**config.mk**
```make
export PLATFORM = sky130hd
export DESIGN_NAME = i2c_slave_regfile
export DESIGN_NICKNAME = d
export VERILOG_FILES = /design/src/rtl/i2c_slave_regfile.sv
export SDC_FILE = /design/constraint.sdc
export NUM_CORES = 1
export LEC_CHECK = 0
export BUFFER_PORTS_ARGS = -buffer_cell sky130_fd_sc_hd__buf_2
export CORE_AREA = 2 2 131 133
export DETAILED_ROUTE_END_ITERATION = 7
export DIE_AREA = 0 0 133 135
export GPL_TIMING_DRIVEN = 0
export PLACE_DENSITY = 0.85
export SLEW_MARGIN = 20
export SYNTH_ARGS = -nofsm -noshare
export SYNTH_HDL_FRONTEND = slang
export SYNTH_SLANG_ARGS = --single-unit
```
**constraint.sdc**
```tcl
create_clock -name clk -period 6.45 [get_ports clk]
set_input_delay 1.935 -clock clk [delete_from_list [all_inputs] [get_ports clk]]
set_output_delay 1.935 -clock clk [all_outputs]
set_load 0.005 [all_outputs]
```
**src/rtl/i2c_slave_regfile.sv**
```systemverilog
// i2c_slave_regfile: I2C slave exposing a 2^REG_AW x 8-bit register file.
// Inputs are synchronised and glitch-filtered; SDA is only ever pulled low.
// Optional build macro I2C_GEN_CALL_EN: ACK the general-call write address (0x00).
module i2c_slave_regfile #(
    parameter logic [6:0]  SLV_ADDR = 7'h50,
    parameter int unsigned REG_AW   = 4,
    parameter int unsigned FILT_LEN = 3
) (
    input  logic              clk,
    input  logic              rst_n,
    output logic              scl_T,
    output logic              scl_I,
    input  logic              scl_O,
    output logic              sda_T,
    output logic              sda_I,
    input  logic              sda_O,
    output logic              wr_valid,
    output logic [REG_AW-1:0] wr_addr,
    output logic [7:0]        wr_data,
    input  logic [REG_AW-1:0] host_raddr,
    output logic [7:0]        host_rdata,
    output logic              busy
);
    localparam int unsigned       NumRegs = 2 ** REG_AW;
    localparam logic [3:0]        FiltMax = 4'(FILT_LEN - 1);
    localparam logic [REG_AW-1:0] PtrOne  = REG_AW'(1);

    typedef enum logic [2:0] {StIdle, StAddr, StPtr, StWdata, StRdata} state_e;

    logic [1:0]        scl_sync_q, sda_sync_q;
    logic              scl_f_q, scl_f_d, sda_f_q, sda_f_d;
    logic [3:0]        scl_cnt_q, scl_cnt_d, sda_cnt_q, sda_cnt_d;
    logic              scl_upd, sda_upd, scl_rise, scl_fall, start_det, stop_det;
    state_e            state_q, state_d;
    logic [3:0]        bit_cnt_q, bit_cnt_d;
    logic [7:0]        shift_q, shift_d, tx_q, tx_d;
    logic [REG_AW-1:0] ptr_q, ptr_d, wr_addr_q, wr_addr_d;
    logic [7:0]        wr_data_q, wr_data_d;
    logic              oe_q, oe_d, ack_q, ack_d, busy_q, busy_d, rw_q, rw_d;
    logic              wr_valid_q, wr_valid_d, reg_we, addr_match;
    logic [7:0]        regs_q [NumRegs];

    // 2-FF synchronisers; idle bus level is high
    always_ff @(posedge clk or negedge rst_n) begin
        if (!rst_n) begin
            scl_sync_q <= 2'b11;
            sda_sync_q <= 2'b11;
        end else begin
            scl_sync_q <= {scl_sync_q[0], scl_O};
            sda_sync_q <= {sda_sync_q[0], sda_O};
        end
    end

    // Stability filters: follow the input after FILT_LEN equal differing samples
    always_comb begin
        scl_upd   = (scl_sync_q[1] != scl_f_q) && (scl_cnt_q == FiltMax);
        scl_cnt_d = ((scl_sync_q[1] != scl_f_q) && !scl_upd) ? scl_cnt_q + 4'd1 : 4'd0;
        scl_f_d   = scl_upd ? scl_sync_q[1] : scl_f_q;
        sda_upd   = (sda_sync_q[1] != sda_f_q) && (sda_cnt_q == FiltMax);
        sda_cnt_d = ((sda_sync_q[1] != sda_f_q) && !sda_upd) ? sda_cnt_q + 4'd1 : 4'd0;
        sda_f_d   = sda_upd ? sda_sync_q[1] : sda_f_q;
        scl_rise  = scl_upd & scl_sync_q[1];
        scl_fall  = scl_upd & ~scl_sync_q[1];
        start_det = sda_upd & ~sda_sync_q[1] & scl_f_q & scl_f_d;
        stop_det  = sda_upd & sda_sync_q[1] & scl_f_q & scl_f_d;
    end

    // Filter state registers
    always_ff @(posedge clk or negedge rst_n) begin
        if (!rst_n) begin
            scl_f_q   <= 1'b1;
            sda_f_q   <= 1'b1;
            scl_cnt_q <= 4'd0;
            sda_cnt_q <= 4'd0;
        end else begin
            scl_f_q   <= scl_f_d;
            sda_f_q   <= sda_f_d;
            scl_cnt_q <= scl_cnt_d;
            sda_cnt_q <= sda_cnt_d;
        end
    end

    // Address decode of the received address byte
    always_comb begin
        addr_match = (shift_q[7:1] == SLV_ADDR);
`ifdef I2C_GEN_CALL_EN
        if (shift_q == 8'h00) begin
            addr_match = 1'b1;
        end
`endif
    end

    // Protocol FSM: bus conditions first, then bit-level work on SCL edges
    always_comb begin
        state_d    = state_q;
        bit_cnt_d  = bit_cnt_q;
        shift_d    = shift_q;
        tx_d       = tx_q;
        ptr_d      = ptr_q;
        oe_d       = oe_q;
        ack_d      = ack_q;
        busy_d     = busy_q;
        rw_d       = rw_q;
        wr_valid_d = 1'b0;
        wr_addr_d  = wr_addr_q;
        wr_data_d  = wr_data_q;
        reg_we     = 1'b0;
        if (start_det || stop_det) begin
            state_d   = start_det ? StAddr : StIdle;
            bit_cnt_d = 4'd0;
            ack_d     = 1'b0;
            oe_d      = 1'b0;
            busy_d    = 1'b0;
        end else if (state_q != StIdle) begin
            if (scl_rise && !ack_q) begin
                shift_d   = {shift_q[6:0], sda_f_q};
                bit_cnt_d = bit_cnt_q + 4'd1;
            end else if (scl_rise && ack_q && state_q == StRdata && sda_f_q) begin
                // Master NACK ends the read
                state_d = StIdle;
                busy_d  = 1'b0;
                ack_d   = 1'b0;
            end else if (scl_fall) begin
                if (ack_q) begin
                    // End of an ACK slot: release and move on
                    ack_d     = 1'b0;
                    bit_cnt_d = 4'd0;
                    oe_d      = 1'b0;
                    if ((state_q == StAddr && rw_q) || state_q == StRdata) begin
                        state_d = StRdata;
                        tx_d    = regs_q[ptr_q];
                        oe_d    = ~regs_q[ptr_q][7];
                        ptr_d   = ptr_q + PtrOne;
                    end else if (state_q == StAddr) begin
                        state_d = StPtr;
                    end else if (state_q == StPtr) begin
                        state_d = StWdata;
                    end
                end else if (bit_cnt_q == 4'd8) begin
                    unique case (state_q)
                        StAddr: begin
                            if (addr_match) begin
                                oe_d   = 1'b1;
                                ack_d  = 1'b1;
                                busy_d = 1'b1;
                                rw_d   = shift_q[0];
                            end else begin
                                state_d = StIdle;
                            end
                        end
                        StPtr: begin
                            ptr_d = shift_q[REG_AW-1:0];
                            oe_d  = 1'b1;
                            ack_d = 1'b1;
                        end
                        StWdata: begin
                            reg_we     = 1'b1;
                            wr_valid_d = 1'b1;
                            wr_addr_d  = ptr_q;
                            wr_data_d  = shift_q;
                            ptr_d      = ptr_q + PtrOne;
                            oe_d       = 1'b1;
                            ack_d      = 1'b1;
                        end
                        StRdata: begin
                            // Release for the master's ACK bit
                            oe_d  = 1'b0;
                            ack_d = 1'b1;
                        end
                        default: state_d = StIdle;
                    endcase
                end else if (state_q == StRdata) begin
                    tx_d = {tx_q[6:0], 1'b0};
                    oe_d = ~tx_q[6];
                end
            end
        end
    end

    // Protocol state registers
    always_ff @(posedge clk or negedge rst_n) begin
        if (!rst_n) begin
            state_q    <= StIdle;
            bit_cnt_q  <= 4'd0;
            shift_q    <= 8'h00;
            tx_q       <= 8'h00;
            ptr_q      <= '0;
            oe_q       <= 1'b0;
            ack_q      <= 1'b0;
            busy_q     <= 1'b0;
            rw_q       <= 1'b0;
            wr_valid_q <= 1'b0;
            wr_addr_q  <= '0;
            wr_data_q  <= 8'h00;
        end else begin
            state_q    <= state_d;
            bit_cnt_q  <= bit_cnt_d;
            shift_q    <= shift_d;
            tx_q       <= tx_d;
            ptr_q      <= ptr_d;
            oe_q       <= oe_d;
            ack_q      <= ack_d;
            busy_q     <= busy_d;
            rw_q       <= rw_d;
            wr_valid_q <= wr_valid_d;
            wr_addr_q  <= wr_addr_d;
            wr_data_q  <= wr_data_d;
        end
    end

    // Register file storage
    always_ff @(posedge clk or negedge rst_n) begin
        if (!rst_n) begin
            for (int unsigned i = 0; i < NumRegs; i++) begin
                regs_q[i] <= 8'h00;
            end
        end else if (reg_we) begin
            regs_q[ptr_q] <= shift_q;
        end
    end

    assign scl_T      = 1'b1;
    assign scl_I      = 1'b1;
    assign sda_T      = ~oe_q;
    assign sda_I      = ~oe_q;
    assign wr_valid   = wr_valid_q;
    assign wr_addr    = wr_addr_q;
    assign wr_data    = wr_data_q;
    assign busy       = busy_q;
    assign host_rdata = regs_q[host_raddr];

endmodule

```
## Word-level counts from Yosys, hierarchy flattened

Index checks and enable logic that the tools add are counted.

- Logic and storage cells: 197
- Input port bits: 8
- Flip-flop bits (word level): 185
- Output and inout port bits: 26

- Add/subtract/negate cells: 4
- Equality and inequality tests: 20
- Reduce and logical (&&, ||, !) cells: 42
- Mux-type cells: 75
- $lt $le $gt $ge: 3
- Bitwise logic cells: 19

Operator list:

| kind | count |
|---|---|
| bitwise mux 128 bit | 1 |
| binary-select mux 8 bit (select 4 bit) | 2 |
| 2-to-1 mux 4 bit | 11 |
| 2-to-1 mux 8 bit | 5 |
| 2-to-1 mux 1 bit | 36 |
| 2-to-1 mux 3 bit | 11 |
| demux 8 bit (select 4 bit) | 1 |
| 2-to-1 mux 7 bit | 4 |
| AND reduction 8 bit | 3 |
| nonzero test 3 bit | 8 |
| AND reduction 7 bit | 3 |
| adder 4 x 1 -> 4 bit (second input constant) | 4 |
| >= comparator 5 bit (second input constant) | 2 |
| logical AND 1 bit | 10 |
| != test 5 bit (second input constant) | 2 |
| NOT 4 -> 5 bit | 2 |
| NOT 1 bit | 9 |
| AND reduction 9 bit | 1 |
| bitwise AND 1 bit | 8 |
| == test 4 x 2 -> 1 bit (second input constant) | 2 |
| case mux 4 bit (2 select lines) | 1 |
| nonzero test 2 bit | 4 |
| nonzero test 4 bit | 2 |
| == test 7 bit (second input constant) | 1 |
| 22 further kinds | 30 |

## Depth between registers and ports, before layout

- Depth after elaboration: 12
- Mapped depth: 8
- Depth with buffers taken out: 7

## Worst setup path before layout

OpenSTA, ideal clock, no wires.

- Kind: in2out
- From: input port host_raddr[0]
- To: output port host_rdata[0]
- Stages on the path: 4
- Arrival time: 3.448 ns
- Setup slack: 1.067 ns
- Path buffers: 2
- Cells stage by stage: clkbuf_1 buf_2 mux4_2 mux4_2

- Longest elaborated chain between the ends: 4

RTL lines:

| what | line | RTL |
|---|---|---|
| start: declaration | 20 | `input logic [REG_AW-1:0] host_raddr,` |
| NOT 4 -> 5 bit (implied by the code) | 230 | `assign host_rdata = regs_q[host_raddr];` |
| binary-select mux 8 bit (select 4 bit) | 230 |  |
| 2-to-1 mux 8 bit (implied by the code) (2 in a row) | 230 |  |
| end: declaration | 21 | `output logic [7:0] host_rdata,` |

Every way passes these cells. The select of a mux whose other input is x is not followed.

## Worst setup path in the final report

- From: input port host_raddr[1]
- To: output port host_rdata[3]

Same word-level chain as after synthesis.

==> impl_metrics.csv <==
group,metric,value,unit
layout,final_nets,734,
yosys,ys_types,63,
critical_path,ff2ff_path_depth,6,
sta,setup-tns-final,0,ps
yosys,synthArstFlopShare,100,%
clock_tree,cts_root_buf,"clkbuf_16",
global_routing,track_usage,28.6,%
floorplan,ios,34,
sta,max_slew_margin,38.6,%
place,place_congestion,0.873,
sta,setup_viol,0,
critical_path,r2r_setup_slack,3690,ps
critical_path,path_class,"primary input to output port",
sta,hold_violations,0,
clock_tree,cts.sinks,185,
route,dr.first_iter.drc_count,702,
yosys,syn_area_per_cell,14.6,µm²
yosys,synth_cells,667,
route,drc_errors,0,
floorplan,coreArea,16400,µm²
power_and_ir_drop,p_sw_share,28.4,%
sta,fin_crit,5830,ps
yosys,ys_seq_elements,185,
sta,fin_crit_sh,90.4,%
sta,grt_setup_unrepaired,"no",
route,dr.pass1.iters,5,
route,ant_nets,0,
yosys,ys_warn_count,0,
place,io_buffers,28,
clock_tree,clk_pin_slew,70,ps
clock_tree,cts_resized,0,
route,wl_per_cell,25.6,µm
critical_path,arrival,3900,ps
worst_hold_path,min-delay-start,"sda_sync_q[0]$_DFF_PN1_",
run,cap_violations,0,
power_and_ir_drop,intPower,1810,µW
worst_hold_path,worstHoldPathCells,0,
run_status,status,"complete, no violations",
floorplan,dieArea,18000,µm²
critical_path,r2r_end,"regs_q[63]$_DFFE_PN0P_",
clock_tree,tritoncts,"yes",
layout,n_antenna_cell,0,
layout,syn2layout_area_growth,10.5,%
floorplan,die_h,135,µm
critical_path,cp_max_fo,10,
power_and_ir_drop,vdd_ir_drop_max,242,µV
power_and_ir_drop,p_seq_share,49.0,%
sta,fmax,171,MHz
critical_path,critPathCaptureType,"output port",
layout,utilization,65.7,%
yosys,netlist_area,9760,µm²
clock_tree,htree_num_levels,4,
power_and_ir_drop,p_switching,719,µW
place,place_hpwl,16500,µm
clock_tree,clockBufferDepth,2,
clock_tree,hold_buffers,0,
power_and_ir_drop,combPwrFrac,10.7,%
sta,final.setup_skew,11.3,ps
critical_path,r2r_start,"ptr_q[1]$_DFFE_PN0P_",
critical_path,cp.required,4510,ps
clock_tree,clk_latency,450,ps
floorplan,fp.dieW,133,µm
power_and_ir_drop,leakage,0.00504,µW
route,vias,6326,
critical_path,crit_path_start_kind,"primary input",
global_routing,grt_overflow,0,
worst_hold_path,hold_end,"sda_sync_q[1]$_DFF_PN1_",
clock_tree,numCtsBuffers,17,
power_and_ir_drop,clockPowerShare,40.4,%
sta,tightest_slew,921,ps
global_routing,antenna_found_initial,0,
worst_hold_path,hp-class,"flop to flop",
route,vias_per_cell,6.67,
route,routed_wl,24300,µm
power_and_ir_drop,power_per_cell_area,235,nW/µm²
layout,drive_gt1_share,44.9,%
floorplan,rows,47,
yosys,seq_area_frac_synth,47.5,%
layout,fillers,1114,
yosys,synth_edf_count,0,
sta,slew_viol_final,0,
yosys,synth_flop_cell,"dfrtp_1",
global_routing,grt_max_degree,98,
floorplan,start_util,59.5,%
clock_tree,cts_setup_buffers,0,
global_routing,grt_pass1_vias,6628,
global_routing,grt_pass1_wl,38100,µm
-- how the worst max path moves through the flow --
stage	from	to	slack [ps]
after floorplan	host_raddr[0]	host_rdata[0]	1070
after global placement	host_raddr[0]	host_rdata[2]	620
after detailed placement	host_raddr[0]	host_rdata[3]	640
after CTS	host_raddr[0]	host_rdata[3]	620
after global routing	host_raddr[0]	host_rdata[6]	560
final	host_raddr[1]	host_rdata[3]	620
-- layer usage --
layer | up-vias | wire, µm | track usage [%] | share of wire, %
li1 | 2642 | - | - | -
met1 | 3344 | 9750 | 37.6 | 40
met2 | 286 | 12200 | 45.9 | 50
met3 | 54 | 1590 | 7.17 | 6.5
met4 | 0 | 789 | 12.8 | 3.2
met5 | - | 0 | 0 | 0
-- cell usage in the layout (no fill, tap or decap), types with 11 or more instances in the layout --
| master | synthesis | final |
|---|---|---|
| nor2_1 | 27 | 27 |
| a22oi_1 | 15 | 15 |
| mux4_2 | 73 | 73 |
| nand4_4 | 12 | 12 |
| inv_1 | 11 | 11 |
| mux2_2 | 146 | 146 |
| dfrtp_1 | 179 | 179 |
| clkbuf_16 | 0 | 17 |
| a21oi_1 | 28 | 28 |
| clkbuf_1 | 30 | 31 |
| buf_2 | 10 | 37 |
-- sequential cells by signal, summed over array words and instances (netlist names), 2 cells and up --
| register | cells |
|---|---|
| shift_q | 8 |
| bit_cnt_q | 4 |
| scl_cnt_q | 4 |
| regs_q | 128 |
| sda_cnt_q | 4 |
| scl_sync_q | 2 |
| tx_q | 7 |
| ptr_q | 4 |
| wr_data | 8 |
| wr_addr | 4 |
| sda_sync_q | 2 |
| state_q | 3 |
-- worst max-delay path, cell delays in order --
cell and delay (ps):
buf_2 150, clkbuf_1 710, mux4_2 460, mux4_2 490
buf_2 150
-- power by group through the flow --
stage / logic (µW) / clock network [µW] / registers [µW]
global placement: 248 / 0 / 1260
global route: 296 / 1070 / 1240
floorplan: 179 / 0 / 1250
finish: 270 / 1020 / 1240
CTS: 270 / 1020 / 1240
detailed placement: 268 / 0 / 1260
-- synthesized netlist by cell type (2+ instances only) --
cell,instances,area (µm²)
nor2_1,27,101
dfrtp_1,179,4480
nand4_1,2,12.5
buf_8,2,30.0
or3_1,3,18.8
xnor2_1,4,35.0
nand4_2,4,50.1
ha_1,10,125
buf_2,10,50.1
o21ai_0,10,50.1
xor2_1,3,26.3
a211o_1,2,17.5
mux2_1,5,56.3
dfstp_2,6,158
nand2_1,10,37.5
or4_1,2,15.0
a31o_2,2,17.5
clkbuf_1,30,113
buf_1,8,30.0
mux2_2,146,1640
a21oi_1,28,140
a22oi_1,15,113
nor3b_1,2,15.0
buf_4,4,30.0
mux2i_1,3,30.0
nor3_1,5,25.0
nand4_4,12,255
nand2b_1,4,25.0
nand3_1,8,40.0
nor2b_1,4,25.0
mux4_2,73,1640
and2_1,2,12.5
inv_1,11,41.3
and3b_1,2,17.5
-- cell type report --
cell class	instances	area (µm²)	area share (%)
multi-input cells	417	4830	44.8
flip-flops and latches	185	4640	43.0
clock buffers	19	443	4.11
well taps	220	275	2.55
plain buffers	54	253	2.34
repair buffers	29	178	1.65
clock inverters	13	126	1.17
inverters	12	45.0	0.418
-- kinds of logic (layout without fill, tap and decap cells) --
kind of cell,after synthesis,in the layout,share of synthesized area [%]
buffers and inverters,66,127,3.05
multiplexers,227,227,34.6
AND/OR/NAND/NOR,101,101,8.37
other,1,2,0.0384
AO/OA/AOI/OAI,70,70,4.51
XOR/XNOR,7,7,0.628
flip-flops,185,185,47.5
adder cells (fa/ha/maj),10,10,1.28
-- metrics by stage --
stage	instance area [µm²]	power [µW]	hold slack [ps]	worst slack (ps)	cells
global route	10800	2610	364	562	949
finish	10800	2530	356	618	949
detailed placement	10200	1530	347	641	917
CTS	10800	2530	357	620	949
floorplan	9760	1430	345	1070	668
global placement	10200	1510	345	621	916
Note: power is estimated with default switching activity, not from simulation.
